===== config.mk =====
export PLATFORM = sky130hd
export DESIGN_NAME = imm_gen_pipe_flat
export DESIGN_NICKNAME = d
export VERILOG_FILES = /design/src/rtl/imm_gen_pipe_if.sv /design/src/rtl/imm_gen_pipe.sv /design/src/flat_wrapper.sv
export SDC_FILE = /design/constraint.sdc
export NUM_CORES = 1
export LEC_CHECK = 0
export ABC_AREA = 1
export BUFFER_PORTS_ARGS = -buffer_cell sky130_fd_sc_hd__buf_2
export CAP_MARGIN = 20
export CORE_MARGIN = 5
export CORE_UTILIZATION = 49
export DETAILED_ROUTE_END_ITERATION = 12
export PLACE_DENSITY = 0.84
export SLEW_MARGIN = 20
export SYNTH_ARGS = -nofsm -noshare
export SYNTH_HDL_FRONTEND = slang
export SYNTH_SLANG_ARGS = --single-unit

===== constraint.sdc =====
create_clock -name clk -period 1.9 [get_ports clk]
set_input_delay 0.38 -clock clk [delete_from_list [all_inputs] [get_ports clk]]
set_output_delay 0.38 -clock clk [all_outputs]
set_load 0.01 [all_outputs]

===== src/rtl/imm_gen_pipe_if.sv =====
// Bus bundle for imm_gen_pipe: fetch-side handshake, flush and the result
// side handshake. XLEN must match the XLEN of the attached imm_gen_pipe.
interface imm_gen_pipe_if #(
  parameter int XLEN = 32
);
  logic            flush;
  logic            in_valid;
  logic            in_ready;
  logic [31:0]     in_inst;
  logic [XLEN-1:0] in_pc;
  logic            out_valid;
  logic            out_ready;
  logic [XLEN-1:0] out_imm;
  logic [2:0]      out_fmt;
  logic [5:0]      out_shamt;
  logic            out_illegal;
  logic [XLEN-1:0] out_pc;
  logic [XLEN-1:0] out_target;

  // Instruction source / result consumer side
  modport master (
    output flush, in_valid, in_inst, in_pc, out_ready,
    input  in_ready, out_valid, out_imm, out_fmt, out_shamt, out_illegal,
           out_pc, out_target
  );

  // Immediate generator side
  modport slave (
    input  flush, in_valid, in_inst, in_pc, out_ready,
    output in_ready, out_valid, out_imm, out_fmt, out_shamt, out_illegal,
           out_pc, out_target
  );
endinterface


===== src/rtl/imm_gen_pipe.sv =====
// Registered, self-decoding immediate generator for the decode stage.
// Decodes the immediate format from opcode/funct3, produces the
// sign-extended immediate, shift amount, illegal flag and PC-relative
// target, and buffers results in an output register plus one skid entry
// so that one instruction per cycle is sustained under back-pressure.
module imm_gen_pipe #(
  parameter int XLEN    = 32,
  parameter bit EN_ZIMM = 1'b1
) (
  input logic          clk,
  input logic          rst_n,
  imm_gen_pipe_if.slave bus
);

  typedef enum logic [2:0] {
    FMT_NONE  = 3'd0,
    FMT_I     = 3'd1,
    FMT_S     = 3'd2,
    FMT_B     = 3'd3,
    FMT_U     = 3'd4,
    FMT_J     = 3'd5,
    FMT_SHAMT = 3'd6,
    FMT_Z     = 3'd7
  } fmt_e;

  typedef struct packed {
    logic [XLEN-1:0] imm;
    fmt_e            fmt;
    logic [5:0]      shamt;
    logic            illegal;
    logic [XLEN-1:0] pc;
    logic [XLEN-1:0] target;
  } result_t;

  result_t dec;
  result_t out_q;
  result_t skid_q;
  logic    out_valid_q;
  logic    skid_valid_q;
  logic    in_fire;

  logic [6:0]  op;
  logic [2:0]  f3;
  logic [31:0] inst;
  logic [31:0] u32;
  logic        wide_shift;
  logic        funct_ok;

  assign inst = bus.in_inst;
  assign op   = inst[6:0];
  assign f3   = inst[14:12];
  assign u32  = {inst[31:12], 12'b0};

  // Decode format, immediate, shift amount and target for the offered word
  always_comb begin
    dec        = '0;
    dec.fmt    = FMT_NONE;
    dec.pc     = bus.in_pc;
    wide_shift = 1'b0;
    funct_ok   = 1'b1;

    case (op)
      7'b0000011, 7'b1100111, 7'b0001111: dec.fmt = FMT_I;
      7'b0010011: dec.fmt = (f3 == 3'b001 || f3 == 3'b101) ? FMT_SHAMT : FMT_I;
      7'b0100011: dec.fmt = FMT_S;
      7'b1100011: dec.fmt = FMT_B;
      7'b0110111, 7'b0010111: dec.fmt = FMT_U;
      7'b1101111: dec.fmt = FMT_J;
      7'b0110011: dec.fmt = FMT_NONE;
      7'b1110011: dec.fmt = (f3[2] && EN_ZIMM) ? FMT_Z : FMT_I;
      7'b0011011: begin
        if (XLEN == 64)
          dec.fmt = (f3 == 3'b001 || f3 == 3'b101) ? FMT_SHAMT : FMT_I;
        else
          dec.illegal = 1'b1;
      end
      7'b0111011: begin
        if (XLEN != 64)
          dec.illegal = 1'b1;
      end
      default: dec.illegal = 1'b1;
    endcase

    if (inst[1:0] != 2'b11)
      dec.illegal = 1'b1;

    // Only the RV64 full-width OP-IMM shifts use a 6-bit shamt; everywhere
    // else inst[25] belongs to funct7 and must be zero.
    if (dec.fmt == FMT_SHAMT) begin
      wide_shift = (XLEN == 64) && (op == 7'b0010011);
      if (wide_shift) begin
        dec.shamt = inst[25:20];
        funct_ok  = (inst[31:26] == 6'b000000) ||
                    (inst[31:26] == 6'b010000 && f3 == 3'b101);
      end else begin
        dec.shamt = {1'b0, inst[24:20]};
        funct_ok  = (inst[31:25] == 7'b0000000) ||
                    (inst[31:25] == 7'b0100000 && f3 == 3'b101);
      end
      if (!funct_ok)
        dec.illegal = 1'b1;
    end

    case (dec.fmt)
      FMT_I:     dec.imm = XLEN'(signed'(inst[31:20]));
      FMT_S:     dec.imm = XLEN'(signed'({inst[31:25], inst[11:7]}));
      FMT_B:     dec.imm = XLEN'(signed'({inst[31], inst[7], inst[30:25],
                                          inst[11:8], 1'b0}));
      FMT_U:     dec.imm = XLEN'(signed'(u32));
      FMT_J:     dec.imm = XLEN'(signed'({inst[31], inst[19:12], inst[20],
                                          inst[30:21], 1'b0}));
      FMT_SHAMT: dec.imm = XLEN'(dec.shamt);
      FMT_Z:     dec.imm = XLEN'(inst[19:15]);
      default:   dec.imm = '0;
    endcase

    if (dec.fmt == FMT_B || dec.fmt == FMT_J || op == 7'b0010111)
      dec.target = bus.in_pc + dec.imm;

    // An unsupported encoding reports nothing but the flag and the pc
    if (dec.illegal) begin
      dec.fmt    = FMT_NONE;
      dec.imm    = '0;
      dec.shamt  = '0;
      dec.target = '0;
    end
  end

  assign in_fire = bus.in_valid && !skid_valid_q;

  // Output register plus skid entry: flush wins, then refill output from
  // skid (FIFO order), otherwise park new results in skid when stalled
  always_ff @(posedge clk or negedge rst_n) begin
    if (!rst_n) begin
      out_q        <= '0;
      skid_q       <= '0;
      out_valid_q  <= 1'b0;
      skid_valid_q <= 1'b0;
    end else if (bus.flush) begin
      out_valid_q  <= 1'b0;
      skid_valid_q <= 1'b0;
    end else if (!out_valid_q || bus.out_ready) begin
      if (skid_valid_q) begin
        out_q        <= skid_q;
        out_valid_q  <= 1'b1;
        skid_valid_q <= 1'b0;
      end else if (in_fire) begin
        out_q       <= dec;
        out_valid_q <= 1'b1;
      end else begin
        out_valid_q <= 1'b0;
      end
    end else if (in_fire) begin
      skid_q       <= dec;
      skid_valid_q <= 1'b1;
    end
  end

  assign bus.in_ready    = !skid_valid_q;
  assign bus.out_valid   = out_valid_q;
  assign bus.out_imm     = out_q.imm;
  assign bus.out_fmt     = out_q.fmt;
  assign bus.out_shamt   = out_q.shamt;
  assign bus.out_illegal = out_q.illegal;
  assign bus.out_pc      = out_q.pc;
  assign bus.out_target  = out_q.target;

endmodule


===== src/flat_wrapper.sv =====
// flat-port wrapper written by rule: the top's interface ports become plain ports
module imm_gen_pipe_flat 
#(
  parameter int XLEN    = 32,
  parameter bit EN_ZIMM = 1'b1
)
  (clk, rst_n, bus_flush, bus_in_valid, bus_in_inst, bus_in_pc, bus_out_ready, bus_in_ready, bus_out_valid, bus_out_imm, bus_out_fmt, bus_out_shamt, bus_out_illegal, bus_out_pc, bus_out_target);
  imm_gen_pipe_if #(.XLEN(XLEN)) bus_i ();
  input logic clk;
  input logic rst_n;
  input wire logic [$bits(bus_i.flush)-1:0] bus_flush;
  input wire logic [$bits(bus_i.in_valid)-1:0] bus_in_valid;
  input wire logic [$bits(bus_i.in_inst)-1:0] bus_in_inst;
  input wire logic [$bits(bus_i.in_pc)-1:0] bus_in_pc;
  input wire logic [$bits(bus_i.out_ready)-1:0] bus_out_ready;
  output wire logic [$bits(bus_i.in_ready)-1:0] bus_in_ready;
  output wire logic [$bits(bus_i.out_valid)-1:0] bus_out_valid;
  output wire logic [$bits(bus_i.out_imm)-1:0] bus_out_imm;
  output wire logic [$bits(bus_i.out_fmt)-1:0] bus_out_fmt;
  output wire logic [$bits(bus_i.out_shamt)-1:0] bus_out_shamt;
  output wire logic [$bits(bus_i.out_illegal)-1:0] bus_out_illegal;
  output wire logic [$bits(bus_i.out_pc)-1:0] bus_out_pc;
  output wire logic [$bits(bus_i.out_target)-1:0] bus_out_target;
  assign bus_i.flush = bus_flush;
  assign bus_i.in_valid = bus_in_valid;
  assign bus_i.in_inst = bus_in_inst;
  assign bus_i.in_pc = bus_in_pc;
  assign bus_i.out_ready = bus_out_ready;
  assign bus_in_ready = bus_i.in_ready;
  assign bus_out_valid = bus_i.out_valid;
  assign bus_out_imm = bus_i.out_imm;
  assign bus_out_fmt = bus_i.out_fmt;
  assign bus_out_shamt = bus_i.out_shamt;
  assign bus_out_illegal = bus_i.out_illegal;
  assign bus_out_pc = bus_i.out_pc;
  assign bus_out_target = bus_i.out_target;
  imm_gen_pipe #(.XLEN(XLEN), .EN_ZIMM(EN_ZIMM)) u_core (.clk(clk), .rst_n(rst_n), .bus(bus_i));
endmodule

; Yosys cells after proc, flatten, opt, wreduce, memory -nomap -nowiden
; Cells that the tools add are included.
[totals]
regBits = 214
word_cells = 78
[op_classes]
addsub = 1
n_eq_ne = 22
muxes = 21
n_bitwise = 2
n_reduce_logical = 18
[op_table]
columns = operator, count
row1 = $pmux 32 s7, 1
row2 = $mux 106, 2
row3 = $mux 32, 2
row4 = $mux 41, 1
row5 = $add 32x32->32, 1
row6 = $eq 7x6->1 const B, 4
row7 = $eq 7x7->1 const B, 4
row8 = $pmux 3 s7, 1
row9 = $eq 3x3->1 const B, 5
row10 = $eq 7x5->1 const B, 2
row11 = $mux 1, 11
row12 = $reduce_or 11->1, 1
row13 = $eq 7x2->1 const B, 1
row14 = $eq 7x4->1 const B, 1
row15 = $logic_not 7->1, 1
row16 = $eq 3x1->1 const B, 2
row17 = $eq 3x2->1 const B, 2
row18 = $mux 3, 2
row19 = $mux 6, 1
row20 = $reduce_and 3->1, 2
row21 = $logic_or 1x1->1, 5
row22 = $reduce_bool 2->1, 2
row23 = $reduce_bool 3->1, 1
row24 = $reduce_or 3->1, 1
row25 = 5 further kinds, 8

; Depth between registers and ports, before layout
; Gate-level depths: netlist (run 1).
[logic_depth]
ltp_word = 14
depth_mapped = 29

; Worst setup path after synthesis (run 1)
; No wires, ideal clock.
[synth_timing]
path_type = input-to-reg
start = input port bus_in_inst[0]
end = register u_core.out_q (netlist bit u_core.bus.out_target[30])
setup_time_ns = 0.116
arrival_time_ns = 3.462
required_ns = 1.784
path_slack_ns = -1.678
stages = 27
cell_sequence = nand2_4 nor2_2 nand2_8 nand2_2 nor2_4 nand3_1 nand2_1 o2111ai_1 inv_1 fa_1 o21ai_0 a21oi_1 o21ai_0 a21o_1 nand2_1 nand2_1 nand2_1 nand2_2 nand3_1 nand2_1 nand2_1 nand2_1 nand2_1 nand3_2 nand2_1 nand2_1 nand2_1
[synth_via]
elab_chain_len = 11
[synth_rtl]
columns = element, line_no
row1 = from (decl), flat_wrapper.sv:13  ; input wire logic [$bits(bus_i.in_inst)-1:0] bus_in_inst;
row2 = $eq 7x2->1 (tied with other cells), imm_gen_pipe.sv:62  ; case (op)
row3 = $reduce_or 3->1 or $reduce_or 2->1 (tied branches), -
row4 = $pmux 3 s7, imm_gen_pipe.sv:62
row5 = $eq 3x3->1, "imm_gen_pipe.sv:89, imm_gen_pipe.sv:104"
row6 = $mux 6, imm_gen_pipe.sv:89  ; if (dec.fmt == FMT_SHAMT) begin
row7 = $pmux 32 s7, imm_gen_pipe.sv:104  ; case (dec.fmt)
row8 = $add 32x32->32, imm_gen_pipe.sv:118  ; dec.target = bus.in_pc + dec.imm;
row9 = $mux 32, imm_gen_pipe.sv:117  ; if (dec.fmt == FMT_B || dec.fmt == FMT_J || op == 7'b0010111)
row10 = $mux 32 *, imm_gen_pipe.sv:121  ; if (dec.illegal) begin
row11 = $mux 106 *, imm_gen_pipe.sv:147  ; end else if (in_fire) begin
row12 = $mux 106 *, imm_gen_pipe.sv:143  ; if (skid_valid_q) begin
row13 = to (signal assigned), imm_gen_pipe.sv:144  ; out_q <= skid_q;
row14 = to (decl), imm_gen_pipe.sv:36  ; result_t out_q;
; Every way passes the cells marked *; elsewhere a longest branch is shown, timed or not. The select of a mux whose other input is x is not followed.
; A chain may end at the register's enable or synchronous reset.

; Worst setup path after layout (run 1)
[layout_timing]
start = input port bus_in_inst[2]
end = register u_core.out_q (netlist bit u_core.bus.out_target[10])
; The elaborated chain is that of the path after synthesis.

==> summary.md, run 1 <==
| Metric | Value |
|---|---|
| Post-synth EDFFs | `0` |
| Hold Fails Final Rpt | `0` |
| Reg clk slew, reported paths | `0.07 ns` |
| CTS H-tree lvls | `1` |
| First DRT Iteration DRCs | `1329` |
| Ys async rst share | `1.00` |
| Worst Path Arrival | `3.79 ns` |
| Starting Density | `0.497` |
| Tmin final | `3.33 ns` |
| Max Buffers Root-to-Sink | `3` |
| Met3 usage | `0.0481` |
| Antenna violations before repair | `0` |
| Most used routing layer | `met2` |
| Outcome | `finished, violations left` |
| Via Count | `13085` |
| Max Fclk | `300 MHz` |
| Final ANT Viol Nets | `0` |
| CTS tree | `done` |
| Yosys warning total | `0` |
| Vias/cell | `5.39` |
| Placed cell areas | `15300 sq um` |
| Final setup fails | `64` |
| Syn_nets | `1748` |
| Number of synthesized register bits | `212` |
| Critical path type | `in2reg` |
| Final worst setup slack | `-1.43 ns` |
| Static Leak | `0.00957 uW` |
| Max-slew violation count | `0` |
| Total design power | `11900 uW` |
| Area Growth Syn to Fin | `45.2%` |
| Ratio of final minimum period to clock period | `1.75` |
| CP Capture Type | `flop` |
| Fill cells | `1814` |
| Worst Clk Skew | `0.00867 ns` |
| Rel. slew slack | `0.439` |
| Mapped Area | `12100 sq um` |
| Ys flop type | `dfrtp_1` |
| Final cell count without fillers | `2428` |
| Post-synthesis sequential area ratio | `0.439` |
| Post-detailed-route wirelength per cell | `17.9 um` |
| Die area | `27900 sq um` |
| Drt drc | `0` |
| DP Worst Slack | `-1.91 ns` |
| WHS | `0.168 ns` |
| Grt total ovfl | `0` |
| Root Driver | `clkbuf_16` |
| Placement Rows | `57` |
| TritonCTS buffer count | `23` |
| Crit path max-delay family | `simple AND/OR/NAND/NOR gates` |
| WP data required | `2.36 ns` |
| Hold Path Cell Cnt | `3` |
| Design area | `17500 sq um` |
| Worst reg2reg path depth | `6` |
| GPL Wtd Cong | `0.980` |
| Min-Delay Path Class | `in2reg` |
| Fraction of layout cells with a size suffix above 1 | `0.382` |
| Peak supply drop | `0.000589 V` |
| Hpwl dp | `31.0 mm` |
| P per Cell Area | `681 nW/um^2` |
| # clock sinks | `212` |
| Slowest cell on crit path | `ha_4` |
| Worst skew pair latency | `0.52 ns` |
| Type of origin of the critical path | `primary input` |
| Vias in the first global route | `12903` |
| Die Y | `167 um` |
| Pin slew with the least headroom to its limit | `0.833 ns` |
| CP Depth | `28` |
| Post-Synthesis Cells | `1661` |
| Largest net degree at the start of global routing | `104` |
| Worst path bufs/invs | `4` |
| Final WL | `43.5 mm` |
| DR pass1 iterations | `6` |
| Nets | `2176` |
| Synthesized area per cell | `7.27 sq um` |
| RSZ-0062 raised after global routing | `yes` |
| Failing checks | `negative setup slack` |
| Distinct cells, synth | `46` |
| Max-cap violation count | `0` |
| First-pass GRT wire length | `67.2 mm` |
| IO Count | `177` |
| Core footprint | `24300 sq um` |
| CP dominant cell by count | `nand2_4` |
| Die W | `167 um` |
| I/O Buffers | `175` |
| M1 GR Usage | `0.396` |
| M2 GR Usage | `0.483` |
| Crit-path max FO | `5` |
| Slowest stage delay, CP | `0.34 ns` |
| Placed cells | `2320` |
| GRT Util Overall | `0.295` |
## synthesized netlist by cell type (3+ instances only)
cell type / n / area (sq um)
nand2_1: 551 / 2070
clkinv_1: 3 / 11.3
a21oi_1: 70 / 350
nand3_2: 19 / 190
buf_2: 3 / 15.0
nor2_2: 13 / 81.3
inv_1: 147 / 552
nor3_1: 7 / 35.0
o2111ai_1: 3 / 26.3
nand2_4: 10 / 113
ha_1: 17 / 213
nand3_1: 65 / 325
o21ai_1: 22 / 110
inv_2: 16 / 60.1
nand4_1: 12 / 75.1
dfrtp_1: 212 / 5310
o21ai_0: 236 / 1180
o211ai_1: 4 / 30.0
clkbuf_1: 68 / 255
nor2_4: 11 / 124
or2_2: 6 / 37.5
nand2_2: 37 / 231
nor2_1: 95 / 357
o21bai_1: 4 / 30.0
## report_power, final
part / switching (uW) / internal (uW)
Combinational: 1390 / 966
Sequential: 242 / 5000
Clock: 1870 / 2480
Total: 3500 / 8450
## path summary, 6_finish.rpt
kind | from | endpoint | slack, ns
min in group asynchronous | rst_n | u_core.bus.out_target[30]$_DFFE_PN0P_ | 0.46
worst min-delay path | bus_in_pc[28] | u_core.skid_q[60]$_DFFE_PN0P_ | 0.17
worst max-delay path | bus_in_inst[2] | u_core.bus.out_target[10]$_DFFE_PN0P_ | -1.43
worst min register to register | u_core.bus.out_target[29]$_DFFE_PN0P_ | u_core.bus.out_target[29]$_DFFE_PN0P_ | 0.46
worst max register to register | u_core.bus.out_valid$_DFFE_PN0N_ | u_core.skid_q[87]$_DFFE_PN0P_ | 0.10
max in group asynchronous | rst_n | u_core.skid_q[68]$_DFFE_PN0P_ | 0.82
## cells by family (layout without fill, tap and decap cells)
family	count (synthesis)	count (layout)	synth area share
compound gates	350	350	0.151
xor+xnor	2	2	0.00145
fa+ha+maj	18	18	0.0193
buf+inv	242	684	0.0784
flops	212	212	0.439
other cells	1	2	0.000310
simple gates	836	836	0.311
## metrics by stage
| step | util | setup TNS [ns] |
|---|---|---|
| after detailed placement | 0.628 | -126.35 |
| after global placement | 0.628 | -113.84 |
| final | 0.721 | -67.53 |
| after floorplan | - | -62.06 |
| after global routing | 0.721 | -75.30 |
| after CTS | 0.698 | -61.94 |
## cell type report
cell class              count  area (sq um)  area share
well taps                 324           405      0.0231
clock buffers              29           628      0.0358
multi-input cells        1207          6870       0.392
clock inverters            10          92.6     0.00528
diodes                      1          2.50    0.000143
repair buffers            479          3590       0.204
flip-flops and latches    212          5310       0.303
inverters                 166           651      0.0371
## metal layers
layer	part of all wire	vias to the layer above
li1	-	6166
met5	0	-
met3	0.071	165
met1	0.41	6154
met2	0.47	600
met4	0.049	0
## cell usage in the layout, fill, tap and decap left out, types with 4 or more instances in the layout
cell and instances:
nand2_1 512, buf_4 262, dfrtp_1 211, o21ai_0 195, buf_2 167, inv_1 140, nor2_1 83, nand2_2 56
a21oi_1 49, nand3_2 42, o21ai_2 31, nand2_4 29, o21ai_1 28, nand3_1 27, clkbuf_16 23, buf_12 22
inv_2 19, nor2_4 19, buf_6 19, a21oi_2 18, nand3_4 17, nor2_2 17, nand4_1 12, ha_1 10
buf_8 7, ha_4 6, a21oi_4 5, or2_4 5, clkinv_4 4, nor3_1 4, o21ai_4 4, inv_4 4
o21bai_1 4, o211ai_1 4, clkbuf_8 4, clkinv_2 4
## sequential cells by signal, indices dropped and copies added (netlist names)
| register | count |
|---|---|
| u_core.skid_q | 105 |
| u_core.bus.out_imm | 32 |
| u_core.bus.out_fmt | 3 |
| u_core.bus.out_target | 32 |
| u_core.skid_valid_q | 1 |
| u_core.bus.out_valid | 1 |
| u_core.bus.out_pc | 32 |
| u_core.bus.out_shamt | 5 |
| u_core.bus.out_illegal | 1 |
## what timing repair did
action                                  CTS  global route
pin swaps                                90            76
endpoints found under the setup margin   69            86
hold buffers                              1             0
gates resized for setup                 142           101
setup buffers                            52            33
hold endpoints to repair                 54             0
## worst register-to-register path, cell delays in order, from the launching register on
cell and delay [ns]:
dfrtp_1 0.35, or3b_2 0.53, nor3_4 0.23, buf_4 0.20
buf_12 0.19, nand2_1 0.11, o21ai_0 0.10
No activity file was read; power rests on OpenSTA's default activity.
==> run 2, diff against run 1 <==
PLACE_DENSITY = 0.81   (was 0.84)
clock period = 4.3 ns   (was 1.9 ns; I/O delays follow)
==> run 2 against run 1 <==
Worst hold slack better by 0.23 ns. Via count down 11%. Sequential share of layout area up 6.5 points. Sequential cell count unchanged. The run now ends clean. First-iteration DRC count down 7.7%. Largest cell class unchanged. Register-to-register slack better by 1.6 ns. Cell area down 18%. Routed wire length down 14%. Clock skew up 0.0025 ns. Die area unchanged. Final cell count down 9.3%. Count of clock-buffer cells in the layout up 1.
==> summary.md, run 2 (synthesis gave the netlist of run 1 again) <==
| Metric | Value |
|---|---|
| Worst path bufs/invs | `2 (-2)` |
| Die W | `167 um (unchanged)` |
| # clock sinks | `212 (unchanged)` |
| Final WL | `37.5 mm (-14%)` |
| IO Count | `177 (unchanged)` |
| DR pass1 iterations | `5 (-1)` |
| Max Buffers Root-to-Sink | `3 (unchanged)` |
| Drt drc | `0 (unchanged)` |
| RSZ-0062 raised after global routing | `no` |
| Ratio of final minimum period to clock period | `0.921` |
| CP dominant cell by count | `nand2_1` |
| Nets | `1946 (-11%)` |
| Slowest cell on crit path | `fa_1` |
| Internal | `3630 uW (-57%)` |
| Placement Rows | `57 (unchanged)` |
| Tmin final | `3.96 ns` |
| Antenna violations before repair | `4 (+4)` |
| GPL Wtd Cong | `1.01 (+3.5%)` |
| Type of origin of the critical path | `primary input` |
| Via Count | `11640 (-11%)` |
| Static Leak | `0.00807 uW (-16%)` |
| Largest net degree at the start of global routing | `156 (+50%)` |
| Worst Path Arrival | `4.38 ns (+0.59 ns)` |
| Outcome | `finished, final reports clean` |
| Fin Setup TNS | `0 ns (+67.53 ns)` |
| Vias in the first global route | `11372 (-12%)` |
| Final setup fails | `0 (-100%)` |
| Switching pwr | `1490 uW (-57%)` |
| Fraction of layout cells with a size suffix above 1 | `0.221 (-0.162)` |
| CP Capture Type | `flop` |
| First-pass GRT wire length | `60.8 mm (-9.5%)` |
| Worst reg2reg path depth | `6 (unchanged)` |
| Max Fclk | `253 MHz` |
| Pin slew with the least headroom to its limit | `0.908 ns (+0.0748 ns)` |
| First DRT Iteration DRCs | `1227 (-7.7%)` |
| Max-slew violation count | `0 (unchanged)` |
| Worst Clk Skew | `0.0112 ns (+0.00248 ns)` |
| Register share of total power | `0.453 (+0.014)` |
| TritonCTS buffer count | `23 (unchanged)` |
| Crit-path max FO | `5 (unchanged)` |
| Reg2Reg Setup Slack | `1.71 ns (+1.61 ns)` |
| Reg clk slew, reported paths | `0.06 ns (about the same)` |
| Reg2reg end | `u_core.bus.out_target[0]$_DFFE_PN0P_` |
| Net Sw Frac | `0.291 (-0.00201)` |
| Max FFs per register | `105 (unchanged)` |
| Worst reg2reg path startpoint | `u_core.skid_valid_q$_DFFE_PN0P_` |
| Area Growth Syn to Fin | `19.5%` |
| GRT Util Overall | `0.268 (-0.0273)` |
| Rel. slew slack | `0.395 (-0.0440)` |
| Peak supply drop | `0.000254 V (-57%)` |
| WP data required | `4.72 ns (+2.36 ns)` |
| CTS H-tree lvls | `1 (unchanged)` |
| Total design power | `5120 uW (-57%)` |
| Die area | `27900 sq um (unchanged)` |
| Slowest stage delay, CP | `0.42 ns (+0.08 ns)` |
| Final ANT Viol Nets | `0 (unchanged)` |
| Root Driver | `clkbuf_16` |
| Core footprint | `24300 sq um (unchanged)` |
| Clock network power share | `0.390 (+0.026)` |
| Crit path max-delay family | `simple AND/OR/NAND/NOR gates` |
| P per Cell Area | `355 nW/um^2 (-48%)` |
| Post-detailed-route wirelength per cell | `17.0 um (-4.8%)` |
| Vias/cell | `5.29 (-1.9%)` |
| CTS Hold Bufs | `0 (-1)` |
| Critical path type | `in2reg` |
| Commonest non-fill, non-tap cells in the layout | `550 x nand2_1, 234 x o21ai_0, 211 x dfrtp_1` |
| Starting Density | `0.497 (unchanged)` |
| Reg with most FFs | `u_core.skid_q` |
| CTS tree | `done` |
| Combinational Power Share | `0.157 (-0.041)` |
| Die Y | `167 um (unchanged)` |
| Hpwl dp | `28.3 mm (-8.5%)` |
| Worst skew pair latency | `0.54 ns (+0.02 ns)` |
| Grt total ovfl | `0 (unchanged)` |
| Max-cap violation count | `0 (unchanged)` |
| Fill cells | `2235 (+23%)` |
| Hold Fails Final Rpt | `0 (unchanged)` |
| I/O Buffers | `175 (unchanged)` |
| Min-Delay Path Class | `in2async` |
| Most common cell after layout, fill and taps aside | `nand2_1` |
[run 2: routing by layer]
| metal | vias up | GRT usage | wire [um] |
|---|---|---|---|
| met4 | 6 | 0.0726 | 1090 |
| met5 | - | 0 | 47 |
| met2 | 387 | 0.429 | 17200 |
| met3 | 80 | 0.0465 | 2840 |
| met1 | 5469 | 0.378 | 16400 |
| li1 | 5698 | - | - |
[run 2: what timing repair did]
item	CTS	global route
endpoints found under the setup margin	0	17
buffers inserted	0	0
resized for setup	0	3
[run 2: worst max-delay path by stage]
stage,start,end,slack [ns],depth (start not counted)
6_report,bus_in_inst[2],u_core.bus.out_target[22]$_DFFE_PN0P_,0.34,27
3_3_place_gp,bus_in_inst[2],u_core.bus.out_target[23]$_DFFE_PN0P_,-0.14,31
2_1_floorplan,bus_in_inst[0],u_core.bus.out_target[30]$_DFFE_PN0P_,0.24,27
5_1_grt,bus_in_inst[3],u_core.bus.out_target[29]$_DFFE_PN0P_,0.05,29
3_5_place_dp,bus_in_inst[2],u_core.bus.out_target[23]$_DFFE_PN0P_,-0.26,31
4_1_cts,bus_in_inst[2],u_core.bus.out_target[29]$_DFFE_PN0P_,0.27,29
[run 2: per-stage QoR]
| step | instances | hold WS, ns | utilization | cell area, sq um | setup slack, ns |
|---|---|---|---|---|---|
| 6_report | 2202 | 0.401 | 0.594 | 14400 | 0.341 |
| 5_1_grt | 2200 | 0.488 | 0.593 | 14400 | 0.0506 |
| 4_1_cts | 2200 | 0.467 | 0.593 | 14400 | 0.273 |
| 3_5_place_dp | 2158 | 0.460 | 0.562 | 13700 | -0.260 |
| 3_3_place_gp | 2158 | 0.449 | 0.562 | 13700 | -0.140 |
| 2_1_floorplan | 1661 | 0.437 | - | 12100 | 0.242 |
[run 2: power by group through the flow]
stage	sequential, uW	combinational, uW	clock, uW
floorplan	2370	415	0
global placement	2340	785	0
detailed placement	2350	803	0
CTS	2320	809	2020
global route	2340	910	2100
finish	2320	806	2000
[run 2: cell type report]
class / count / area, sq um / share of cell area
multi-input cells: 1207 / 5850 / 0.405
flip-flops and latches: 212 / 5310 / 0.368
repair buffers: 249 / 1480 / 0.102
clock buffers: 30 / 642 / 0.0445
inverters: 166 / 628 / 0.0435
well taps: 324 / 405 / 0.0281
clock inverters: 12 / 123 / 0.00850
diodes: 2 / 5.00 / 0.000347
==> run 3, diff against run 2 <==
CORE_MARGIN = not set   (was 5)
SLEW_MARGIN = not set   (was 20)
==> run 3 against run 2 <==
Core utilization decreased by 0.11 points. Final cell count decreased by 0.32%. Fmax increased by 2.8%. Clock skew increased by 0.0014 ns. Sequential cell count unchanged. Non-clock buffer count decreased by 5. Routed wire length decreased by 1.2%. Combinational power decreased by 1%. First-iteration DRC count decreased by 20%. Sequential share of layout area increased by 0.18 points. Via count decreased by 0.93%.
==> summary.md, run 3 (synthesis gave the netlist of run 1 again) <==
| Metric | Value |
|---|---|
| Largest net degree at the start of global routing | `114 (-27%)` |
| Max-cap violation count | `0 (unchanged)` |
| Nets | `1941 (-0.26%)` |
| DP Worst Slack | `-0.158 ns (+0.102 ns)` |
| Max-slew violation count | `0 (unchanged)` |
| Core footprint | `24200 sq um (-0.29%)` |
| Fraction of layout cells with a size suffix above 1 | `0.217 (-0.00357)` |
| I/O Buffers | `175 (unchanged)` |
| Final setup fails | `0 (unchanged)` |
| P per Cell Area | `353 nW/um^2 (-0.40%)` |
| First DRT Iteration DRCs | `978 (-20%)` |
| Most common cell after layout, fill and taps aside | `nand2_1` |
| CP Capture Type | `flop` |
| # clock sinks | `212 (unchanged)` |
| Max Fclk | `260 MHz (+2.8%)` |
| Area Growth Syn to Fin | `18.9%` |
| IO Count | `177 (unchanged)` |
| CTS tree | `done` |
| CP dominant cell by count | `nand2_1` |
| Vias in the first global route | `10969 (-3.5%)` |
| Peak supply drop | `0.000225 V (-12%)` |
| Reg clk slew, reported paths | `0.06 ns (about the same)` |
| GRT Util Overall | `0.296 (+0.0283)` |
| Die Y | `159 um (-4.8%)` |
| Combinational Power Share | `0.157 (about the same)` |
| Outcome | `finished, final reports clean` |
| Worst skew pair latency | `0.52 ns (-0.02 ns)` |
| DR pass1 iterations | `5 (unchanged)` |
| Post-detailed-route wirelength per cell | `16.9 um (-0.87%)` |
| Commonest non-fill, non-tap cells in the layout | `550 x nand2_1, 234 x o21ai_0, 211 x dfrtp_1` |
| Hpwl dp | `27.8 mm (-1.7%)` |
| Root Driver | `clkbuf_16` |
| Hold Fails Final Rpt | `0 (unchanged)` |
| Tmin final | `3.85 ns (-0.110 ns)` |
| Via Count | `11532 (-0.93%)` |
| Vias/cell | `5.25 (-0.61%)` |
| Antenna violations before repair | `6 (+2)` |
| Final WL | `37.1 mm (-1.2%)` |
| Critical path type | `in2reg` |
| Slowest cell on crit path | `ha_1` |
| Final worst setup slack | `0.450 ns (+0.110 ns)` |
| Internal | `3630 uW (+0.12%)` |
| Type of origin of the critical path | `primary input` |
| Drt drc | `0 (unchanged)` |
| CTS Hold Bufs | `0 (unchanged)` |
| Min-Delay Path Class | `reg2reg` |
| Net Sw Frac | `0.284 (-0.00718)` |
| Die area | `25300 sq um (-9.3%)` |
| Max FFs per register | `105 (unchanged)` |
| CTS H-tree lvls | `1 (unchanged)` |
| Reg with most FFs | `u_core.skid_q` |
| Static Leak | `0.00802 uW (-0.59%)` |
| Slowest stage delay, CP | `0.39 ns (-0.03 ns)` |
| Worst Clk Skew | `0.0126 ns (+0.00141 ns)` |
| Placement Rows | `57 (unchanged)` |
| Worst Path Arrival | `4.26 ns (-0.12 ns)` |
| Crit-path max FO | `5 (unchanged)` |
| WP data required | `4.71 ns (about the same)` |
| Switching pwr | `1440 uW (-3.3%)` |
| Ratio of final minimum period to clock period | `0.895 (-0.0255)` |
| Rel. slew slack | `0.307 (-0.0880)` |
| TritonCTS buffer count | `23 (unchanged)` |
| Final ANT Viol Nets | `0 (unchanged)` |
| Pin slew with the least headroom to its limit | `1.04 ns (+0.132 ns)` |
| RSZ-0062 raised after global routing | `no` |
| First-pass GRT wire length | `59.3 mm (-2.4%)` |
| Max Buffers Root-to-Sink | `3 (unchanged)` |
| Grt total ovfl | `0 (unchanged)` |
| Register share of total power | `0.456 (+0.003)` |
| WHS | `0.464 ns (+0.0624 ns)` |
| Die W | `159 um (-4.8%)` |
| Clock network power share | `0.387 (-0.003)` |
| GPL Wtd Cong | `0.919 (-9.4%)` |
| Starting Density | `0.498 (+0.00146)` |
## run 3: changes by cell type in the layout (fill, tap and decap cells not counted), sizes merged
cell,previous run,this run
buf,248,243
bufinv,1,2
clkbuf,31,32
clkinv,8,7
clkinvlp,0,2
diode,2,1
inv,169,165
## run 3: final timing paths
check / startpoint / endpoint / slack, ns / cells past startpoint
max: bus_in_inst[2] / u_core.bus.out_target[31]$_DFFE_PN0P_ / 0.45 / 29
min: u_core.skid_q[71]$_DFFE_PN0P_ / u_core.skid_q[71]$_DFFE_PN0P_ / 0.46 / 2
max reg2reg: u_core.skid_valid_q$_DFFE_PN0P_ / u_core.bus.out_pc[21]$_DFFE_PN0P_ / 1.62 / 5
min reg2reg: u_core.skid_q[71]$_DFFE_PN0P_ / u_core.skid_q[71]$_DFFE_PN0P_ / 0.46 / 2
max in group asynchronous: rst_n / u_core.skid_valid_q$_DFFE_PN0P_ / 2.96 / 2
min in group asynchronous: rst_n / u_core.skid_q[36]$_DFFE_PN0P_ / 0.48 / 1
## run 3: repair_timing
action | in CTS | in global routing
endpoints found under the setup margin | 0 | 23
resized for setup | 0 | 4
setup buffers | 0 | 0
## run 3: power groups by stage
| stage | Clock (uW) | Sequential (uW) | Combinational [uW] |
|---|---|---|---|
| global route | 2090 | 2340 | 893 |
| detailed placement | 0 | 2350 | 792 |
| global placement | 0 | 2340 | 776 |
| CTS | 2000 | 2320 | 798 |
| finish | 1960 | 2320 | 796 |
| floorplan | 0 | 2370 | 415 |
## run 3: per-layer routing
layer / vias up / global-route usage / wire length (um)
met5: - / 0 / 64
met1: 5355 / 0.414 / 16600
li1: 5689 / - / -
met2: 406 / 0.477 / 16900
met4: 10 / 0.0730 / 801
met3: 72 / 0.0526 / 2710
## run 3: stage by stage
step	instances	instance area [sq um]	power [uW]	util	TNS, ns
after global placement	2153	13600	3120	0.561	-0.438
after CTS	2194	14300	5110	0.592	0
after detailed placement	2153	13600	3140	0.561	-3.54
final	2195	14400	5070	0.592	0
after floorplan	1661	12100	2790	-	0
after global routing	2194	14400	5320	0.592	0
## run 3: area by class of cell
class	instances	area, sq um
repair buffers	244	1430
inverters	166	628
well taps	324	405
clock buffers	31	626
fillers	2281	9880
diodes	1	2.50
clock inverters	10	113
multi-input cells	1207	5860
flip-flops and latches	212	5310
## run 3: critical path, delay by kind of cell
kind                     cells  cell delay [ns]
AO/OA/AOI/OAI                3             0.64
adder cells (fa/ha/maj)      1             0.39
buffers and inverters        1             0.12
AND/OR/NAND/NOR             24             2.25
